## config.mk

```make
export PLATFORM = sky130hd
export DESIGN_NAME = prio_scan
export DESIGN_NICKNAME = d
export VERILOG_FILES = /design/src/rtl/prio_scan.sv
export SDC_FILE = /design/constraint.sdc
export NUM_CORES = 1
export LEC_CHECK = 0
export CORE_ASPECT_RATIO = 0.9
export CORE_MARGIN = 2
export CORE_UTILIZATION = 54
export DETAILED_ROUTE_END_ITERATION = 8
export GPL_TIMING_DRIVEN = 0
export PLACE_DENSITY = 0.83
export RECOVER_POWER = 25
export SYNTH_ARGS = -nofsm -noshare
export SYNTH_HDL_FRONTEND = slang
export SYNTH_SLANG_ARGS = --single-unit
```

## constraint.sdc

```tcl
create_clock -name clk -period 6.4 [get_ports clk]
set_clock_uncertainty 0.05 [all_clocks]
set_input_delay 1.92 -clock clk [delete_from_list [all_inputs] [get_ports clk]]
set_output_delay 1.92 -clock clk [all_outputs]
set_load 0.02 [all_outputs]
```

## src/rtl/prio_scan.sv

```systemverilog
// prio_scan: sequential priority scanner.
// Accepts one WIDTH-bit bitmap per transaction and streams out the index of
// every set bit, one index per output handshake, highest-first or lowest-first
// as selected per transaction. An all-zero bitmap yields a single "none" beat.
// Optional feature macro: PRIO_SCAN_COUNT_EN adds out_count, the popcount of
// the accepted bitmap, held for the whole transaction.
module prio_scan #(
  parameter int WIDTH = 16
) (
  input  logic             clk,
  input  logic             rst_n,
  input  logic             in_valid,
  output logic             in_ready,
  input  logic [WIDTH-1:0] in_vec,
  input  logic             in_lsb_first,
  output logic             out_valid,
  input  logic             out_ready,
  output logic [7:0]       out_idx,
  output logic             out_last,
  output logic             out_none
`ifdef PRIO_SCAN_COUNT_EN
  ,
  output logic [8:0]       out_count
`endif
);

  typedef enum logic {
    IDLE,
    SCAN
  } state_t;

  state_t           state_q, state_d;
  logic [WIDTH-1:0] rem_q, rem_d;
  logic             mode_q, mode_d;

  logic [7:0]       selIdx;
  logic [WIDTH-1:0] selMask;
  logic             remEmpty;
  logic             remSingle;

`ifdef PRIO_SCAN_COUNT_EN
  logic [8:0]       count_q, count_d;

  function automatic logic [8:0] popcount(input logic [WIDTH-1:0] v);
    logic [8:0] cnt;
    cnt = '0;
    for (int i = 0; i < WIDTH; i++) begin
      cnt = cnt + 9'(v[i]);
    end
    return cnt;
  endfunction
`endif

  // Pick the next bit to emit from the remaining bitmap: the last match in the
  // loop wins, so scanning upward finds the highest bit and downward the lowest.
  always_comb begin
    selIdx  = '0;
    selMask = '0;
    if (mode_q) begin
      for (int i = WIDTH - 1; i >= 0; i--) begin
        if (rem_q[i]) begin
          selIdx     = 8'(i);
          selMask    = '0;
          selMask[i] = 1'b1;
        end
      end
    end else begin
      for (int i = 0; i < WIDTH; i++) begin
        if (rem_q[i]) begin
          selIdx     = 8'(i);
          selMask    = '0;
          selMask[i] = 1'b1;
        end
      end
    end
  end

  // Beat classification: the current beat is the last when at most one bit
  // remains; an empty bitmap in SCAN can only come from a zero vector.
  always_comb begin
    remEmpty  = (rem_q == '0);
    remSingle = ((rem_q & (rem_q - WIDTH'(1))) == '0);
  end

  // Next-state logic: accept in IDLE, clear one bit per handshake in SCAN and
  // return to IDLE after the last beat (in_ready only rises the cycle after).
  always_comb begin
    state_d = state_q;
    rem_d   = rem_q;
    mode_d  = mode_q;
`ifdef PRIO_SCAN_COUNT_EN
    count_d = count_q;
`endif
    unique case (state_q)
      IDLE: begin
        if (in_valid) begin
          rem_d   = in_vec;
          mode_d  = in_lsb_first;
          state_d = SCAN;
`ifdef PRIO_SCAN_COUNT_EN
          count_d = popcount(in_vec);
`endif
        end
      end
      SCAN: begin
        if (out_ready) begin
          rem_d = rem_q & ~selMask;
          if (remSingle) begin
            state_d = IDLE;
          end
        end
      end
      default: state_d = IDLE;
    endcase
  end

  // Outputs are derived from registered state only, so they stay stable while
  // the consumer holds off out_ready.
  always_comb begin
    in_ready  = (state_q == IDLE);
    out_valid = (state_q == SCAN);
    out_idx   = (state_q == SCAN) ? selIdx : 8'd0;
    out_last  = (state_q == SCAN) && remSingle;
    out_none  = (state_q == SCAN) && remEmpty;
`ifdef PRIO_SCAN_COUNT_EN
    out_count = count_q;
`endif
  end

  // State registers with synchronous active-low reset; reset drops any
  // transaction in flight.
  always_ff @(posedge clk) begin
    if (!rst_n) begin
      state_q <= IDLE;
      rem_q   <= '0;
      mode_q  <= 1'b0;
`ifdef PRIO_SCAN_COUNT_EN
      count_q <= '0;
`endif
    end else begin
      state_q <= state_d;
      rem_q   <= rem_d;
      mode_q  <= mode_d;
`ifdef PRIO_SCAN_COUNT_EN
      count_q <= count_d;
`endif
    end
  end

endmodule

```

# Word-level counts from Yosys, hierarchy flattened
# Index checks and enable logic that the tools add are counted.
[word_totals] word_cells=89 output_inout_bits=12 input_bits=21 ff_bits=18
[op_classes] muxes=73 bitwise=4 eq_ne=2 n_reduce_logical=6 n_addsub=1
[ops] operator="$mux 16" count=34
[ops] operator="$mux 8" count=30
[ops] operator="$and 16x16->16" count=2
[ops] operator="$logic_not 16->1" count=2
[ops] operator="$pmux 16 s2" count=1
[ops] operator="$not 16->16" count=1
[ops] operator="$sub 16x1->16 const B" count=1
[ops] operator="$mux 4" count=2
[ops] operator="$mux 1" count=5
[ops] operator="$ne 2x2->1 const B" count=2
[ops] operator="$reduce_and 2->1" count=2
[ops] operator="$logic_and 1x1->1" count=2
[ops] operator="$pmux 1 s2" count=1
[ops] operator="$not 1->1" count=1

# Logic depth before layout (Yosys ltp)
# Gate-level depths: netlist (run 1).
[depth] depth_word=21 depth_mapped=7 mapped_depth_nobuf=6

# Worst setup path before layout (run 1)
# OpenSTA, ideal clock, no wires.
[synth_timing] path_type="reg-to-output" from="register rem_q[9]" to="output port out_last" arrival_time_ps=2014 path_stages_with_launch=7 t_required_ps=4430 n_path_buf=1 path_slack_ps=2416 path_cell_list="dfxtp_1 buf_2 nor4_4 nand4_1 a221oi_1 nand4_1 nor4_1"
[synth_via] elab_chain_cells=4
[synth_rtl] item="from (decl)" line_no="33" source="logic [WIDTH-1:0] rem_q, rem_d;"
[synth_rtl] item="from (signal assigned)" line_no="142" source="rem_q <= rem_d;"
[synth_rtl] item="$sub 16x1->16" line_no="82" source="remSingle = ((rem_q & (rem_q - WIDTH'(1))) == '0);"
[synth_rtl] item="$and 16x16->16 *" line_no="82"
[synth_rtl] item="$logic_not 16->1 *" line_no="82"
[synth_rtl] item="$logic_and 1x1->1 *" line_no="123" source="out_last = (state_q == SCAN) && remSingle;"
[synth_rtl] item="to (decl)" line_no="19" source="output logic out_last,"
# Every way passes the cells marked *; elsewhere a longest branch is shown, timed or not.

# Worst setup path in the final report (run 1)
[layout_timing] from="register rem_q[3]" to="output port out_last"
# The elaborated chain is that of the path after synthesis.

==> results.txt, run 1 <==
Status: finished clean
CP cell instances: clkbuf_1 -> nor4_2 -> nand3_1 -> a221oi_1 -> nand4_1 -> nor4_1 -> clkdlybuf4s50_1
Clk slew on worst S/H paths: 0.12 ns
Setup Fix Bufs, Post-CTS: 0
Post-synth ARST share: 0%
DIE AREA: 3240 um2
CTS Buf Count: 3
Hold_sp: rem_q[10]
Synthesized instance count: 218
WS Path Type: flop to primary output
Cell area after layout: 1870 um2
Die height: 54.2 um
Antenna Nets Post-Route: 0
Number of synthesized flops with an enable pin: 0
GR Util All Layers: 29.9%
Hold_buf cts: 0
Critical Path Max Stage Delay: 0.64 ns
Clock Latency Late Sink: 0.31 ns
WL final: 4520 um
Post_cts resized: 0
Worst reg2reg path startpoint: rem_q[3]
Maxcap violations: 0
CORE AREA: 2700 um2
Overall Power: 377 uW
H-Tree Depth: 1
Unique masters post-synth: 51
Nets@finish: 275
Fin. max-slew vios: 0
Max-slew headroom: 60.4%
GRT Residual Overflow: 0
CP max stage cell: clkdlybuf4s50_1
DRC: 0
Register area share after synthesis: 23.9%
Leakage: 0.000699 uW
Starting density of the core: 55.9%
Die Width: 59.7 um
Crit path max-delay family: simple AND/OR/NAND/NOR gates
Layout area overhead: 23.9%
Fin util: 69.3%
Crit start category: flop
Period minus WS final: 4.89 ns
Worst Path Buf+Inv: 2
Worst slew pin tran: 0.589 ns
Syn Area/Cell: 6.93 um2
Crit share post-route: 76.3%
Placed Cells: 279
Vias per cell: 6.11
Ant. Diodes: 0
PortBufs: 28
Row cnt: 18
Number of global-route vias before repair: 1,498
R2R setup slack: 3.97 ns
Initial antenna violation count: 0
Clock sink count: 18
Share of layout cells above drive strength 1: 9.49%
YS warnings: 0
CTS tree: yes
Setup tns final: 0 ns
Detail Placement HPWL: 3310 um
Hold Vio Cnt, Final: 0
Worst endpoint required time: 4.43 ns
DRT iter0 DRCs: 183
VDD IR-drop max: 161 uV
I/O pin count: 33
HP Class: flop to flop
RSZ-0062 raised after global routing: false
Via Count: 1,728
Most frequent cells in the layout: 26 x nand2_1, 25 x clkdlybuf4s50_1, 19 x nor2_1
Largest net degree at the start of global routing: 11
Worst hold path depth: 2
Most common cell after layout, fill and taps aside: nand2_1
Reg2reg path depth: 7
Pwr/cell area: 201 nW/um2
Post-Layout Cell Count: 283
TritonRoute pass-1 iters: 5
Fmax: 205 MHz
First-pass GRT wire length: 7190 um
Reg2reg end: out_valid
Cell count along the critical path: 7
Worst Path Arrival: 2.92 ns
Clock root cell: clkbuf_4
Maximum buffer depth of the clock tree: 2
Drt wl/cell: 16.0 um
Final setup viols: 0
CP Max Fanout: 9
Placed Area: 1840 um2
Top_reg_cell synth: dfxtp_1
Post-synthesis register bit count: 18
Hold Path Sink: rem_q[10]
Worst setup EP type: primary output
GPL Wtd Cong: 0.959
Synthesized area: 1510 um2
-- cells in the mapped netlist (5+ instances only) --
library cell / n / area share (%)
nand3_1: 6 / 2.0
a31oi_1: 5 / 2.1
nor3_1: 7 / 2.3
buf_2: 6 / 2.0
clkbuf_1: 12 / 3.0
o21ai_0: 16 / 5.3
a21boi_1: 13 / 6.5
nand2_1: 26 / 6.5
o21ai_1: 9 / 3.0
dfxtp_1: 18 / 24
buf_4: 5 / 2.5
nor2_1: 19 / 4.7
a21oi_1: 16 / 5.3
-- power by group --
| group | total [uW] | switching [uW] | internal, uW |
|---|---|---|---|
| registers | 126 | 5.95 | 120 |
| logic | 175 | 104 | 71.1 |
| clock network | 75.9 | 41.2 | 34.7 |
-- cell type report --
class / instances / area [um2]
buffer: 24 / 124
clock buffer: 4 / 36.3
fill: 240 / 831
inverter: 6 / 22.5
multi-input combinational: 173 / 1010
sequential: 18 / 360
tap: 30 / 37.5
timing repair buffer: 28 / 280
-- worst reg2reg max path: cells and delay by family, from the launching register on --
kind                   cells  cell delay [ns]
flip-flops                 1             0.31
buffers and inverters      1             0.22
AO/OA/AOI/OAI              2             0.49
AND/OR/NAND/NOR            4             1.24
-- stage by stage --
stage	hold WS, ns	worst slack, ns
after floorplan	0.459	2.42
after global placement	0.499	1.90
after detailed placement	0.519	1.95
after CTS	0.538	1.60
after global routing	0.588	1.39
final	0.544	1.51
-- sequential cells by signal (all words and copies together), names as in the netlist --
name,count
mode_q,1
out_valid,1
rem_q,16
-- metal layers --
metal / up-vias / part of all wire [%] / track usage, %
li1: 861 / - / -
met1: 774 / 47 / 44.8
met2: 83 / 41 / 44.6
met3: 10 / 11 / 6.01
met4: 0 / 1.1 / 4.07
met5: - / 0 / 0
-- kinds of logic (layout without fill, tap and decap cells) --
logic type	after synthesis	count (layout)	share of synthesized area, %
AO/OA/AOI/OAI	84	84	36.0
AND/OR/NAND/NOR	83	83	28.8
other	1	4	0.248
adder cells (fa/ha/maj)	2	2	1.33
flip-flops	18	18	23.9
buffers and inverters	30	62	9.69
-- how the worst max path moves through the flow --
stage	startpoint	to	slack, ns
2_1_floorplan	rem_q[9]	out_last	2.42
3_3_place_gp	rem_q[3]	out_last	1.90
3_5_place_dp	rem_q[3]	out_last	1.95
4_1_cts	rem_q[3]	out_last	1.60
5_1_grt	rem_q[3]	out_last	1.39
6_report	rem_q[3]	out_last	1.51
Power figures use the tool's default switching activity.
==> run 2, diff against run 1 <==
CORE_UTILIZATION = 51   (was 54)
PLACE_DENSITY = 0.79   (was 0.83)
clock period = 4.9 ns   (was 6.4 ns; I/O delays follow)
==> results.txt, run 2 (same netlist as run 1, synthesis figures left out) <==
CORE AREA: 2790 um2 (+3.3%)
Clock sink count: 18 (unchanged)
Leakage: 0.000699 uW (unchanged)
Crit share post-route: 91.4%
Detail Placement HPWL: 3520 um (+6.3%)
Setup Fix Bufs, Post-CTS: 0 (unchanged)
Layout area overhead: 24.8%
VDD IR-drop max: 176 uV (+9.1%)
Hold_buf cts: 0 (unchanged)
Fmax: 223 MHz
RSZ-0062 raised after global routing: false
Fin Hold WS: 0.524 ns (-0.0199 ns)
Maxcap violations: 0 (unchanged)
Final setup viols: 0 (unchanged)
Switching Share: 41.6% (+1.4 points)
Via Count: 1,808 (+4.6%)
HP Class: flop to flop
Hold Vio Cnt, Final: 0 (unchanged)
Worst endpoint required time: 3.38 ns (-1.05 ns)
Logic pwr share: 46.6% (about the same)
Clock root cell: clkbuf_4
Maximum buffer depth of the clock tree: 2 (unchanged)
WS Path Type: flop to primary output
H-Tree Depth: 1 (unchanged)
Clock power frac: 20.7% (+0.5 points)
Critical path launch point: rem_q[11]
Sw Pwr: 209 uW (+39%)
Period minus WS final: 4.48 ns
Die Width: 61.4 um (+2.7%)
DIE AREA: 3410 um2 (+5.5%)
Status: finished clean
WL final: 4970 um (+9.9%)
Dpl ws: 0.887 ns (-1.07 ns)
Worst slew pin tran: 0.632 ns (+0.0432 ns)
Pwr/cell area: 267 nW/um2 (+33%)
TritonRoute pass-1 iters: 5 (unchanged)
DRC: 0 (unchanged)
FF/Latch Area: 360 um2 (unchanged)
Die height: 55.6 um (+2.7%)
Most frequent cells in the layout: 26 x nand2_1, 25 x clkdlybuf4s50_1, 19 x nor2_1
Worst setup EP type: primary output
Crit start category: flop
Antenna Nets Post-Route: 0 (unchanged)
Vias per cell: 6.17 (+1.1%)
Final setup margin: 0.423 ns (-1.09 ns)
Multi-input gate area: 1010 um2 (unchanged)
CTS Buf Count: 3 (unchanged)
Initial antenna violation count: 0 (unchanged)
Ant. Diodes: 0 (unchanged)
PortBufs: 28 (unchanged)
DRT iter0 DRCs: 202 (+10%)
GRT Residual Overflow: 0 (unchanged)
Register name with the most flops: rem_q
CTS tree: yes
Most common cell after layout, fill and taps aside: nand2_1
Row cnt: 18 (unchanged)
Share of layout cells above drive strength 1: 9.49% (unchanged)
Nets@finish: 275 (unchanged)
Fin. max-slew vios: 0 (unchanged)
Hold_sp: rem_q[0]
Worst reg2reg path startpoint: out_valid
Flop pwr share: 32.6% (-0.7 points)
GPL Wtd Cong: 0.987 (+3.0%)
GR Util All Layers: 32.2% (+2.3 points)
First-pass GRT wire length: 8360 um (+16%)
I/O pin count: 33 (unchanged)
Clock Latency Late Sink: 0.32 ns (about the same)
Post_cts resized: 0 (unchanged)
Max reg flops: 16 (unchanged)
Starting density of the core: 54.1% (-1.8 points)
Max-slew headroom: 57.9% (-2.6 points)
Clk slew on worst S/H paths: 0.13 ns (about the same)
CP Max Fanout: 9 (unchanged)
Largest net degree at the start of global routing: 11 (unchanged)
Fillers: 274 (+14%)
Number of global-route vias before repair: 1,737 (+16%)
Drt wl/cell: 17.0 um (+6.2%)
Setup tns final: 0 ns (unchanged)
Worst Path Arrival: 2.96 ns (+0.04 ns)
Internal power: 295 uW (+31%)
-- run 2: cell counts in the layout (fill, tap and decap cells not counted) --
Identical to the previous run, type by type.
-- run 2: layer usage --
layer / vias up / global-route usage, % / wire length [um]
met5: - / 0 / 0
met4: 0 / 8.51 / 106
met3: 14 / 7.91 / 664
met2: 129 / 45.0 / 2090
met1: 810 / 48.9 / 2110
li1: 855 / - / -
-- run 2: stage by stage --
stage                     total power [uW]  utilization (%)  instances  area (um2)
after floorplan                        319                -        221        1520
after global placement                 394             66.3        289        1850
after detailed placement               394             66.3        289        1850
after CTS                              495             67.6        293        1890
after global routing                   530             67.5        293        1880
final                                  504             67.5        293        1880
-- run 2: power groups by stage --
stage / combinational [uW] / clock [uW] / sequential, uW
final: 235 / 105 / 164
after global routing: 255 / 110 / 165
after floorplan: 153 / 0 / 166
after global placement: 227 / 0 / 167
after detailed placement: 227 / 0 / 167
after CTS: 229 / 103 / 164
-- run 2: area by class of cell --
cell class | instances | area share, %
inverters | 6 | 1.20
repair buffers | 28 | 14.9
well taps | 40 | 2.66
flip-flops and latches | 18 | 19.1
multi-input cells | 173 | 53.7
plain buffers | 24 | 6.57
clock buffers | 4 | 1.93
-- run 2: path summary, 6_finish.rpt --
path	end	slack [ns]	cells after the start
max	out_last	0.42	7
min	rem_q[0]	0.52	2
max reg2reg	rem_q[7]	2.45	7
min reg2reg	rem_q[0]	0.52	2
-- run 2: worst max-delay path: stages (launching register included) --
cell and delay [ns]:
dfxtp_1 0.32, clkbuf_1 0.24, nor4_4 0.49, nand4_1 0.25, a221oi_1 0.32, nand4_1 0.15, nor4_1 0.21, clkdlybuf4s50_1 0.65
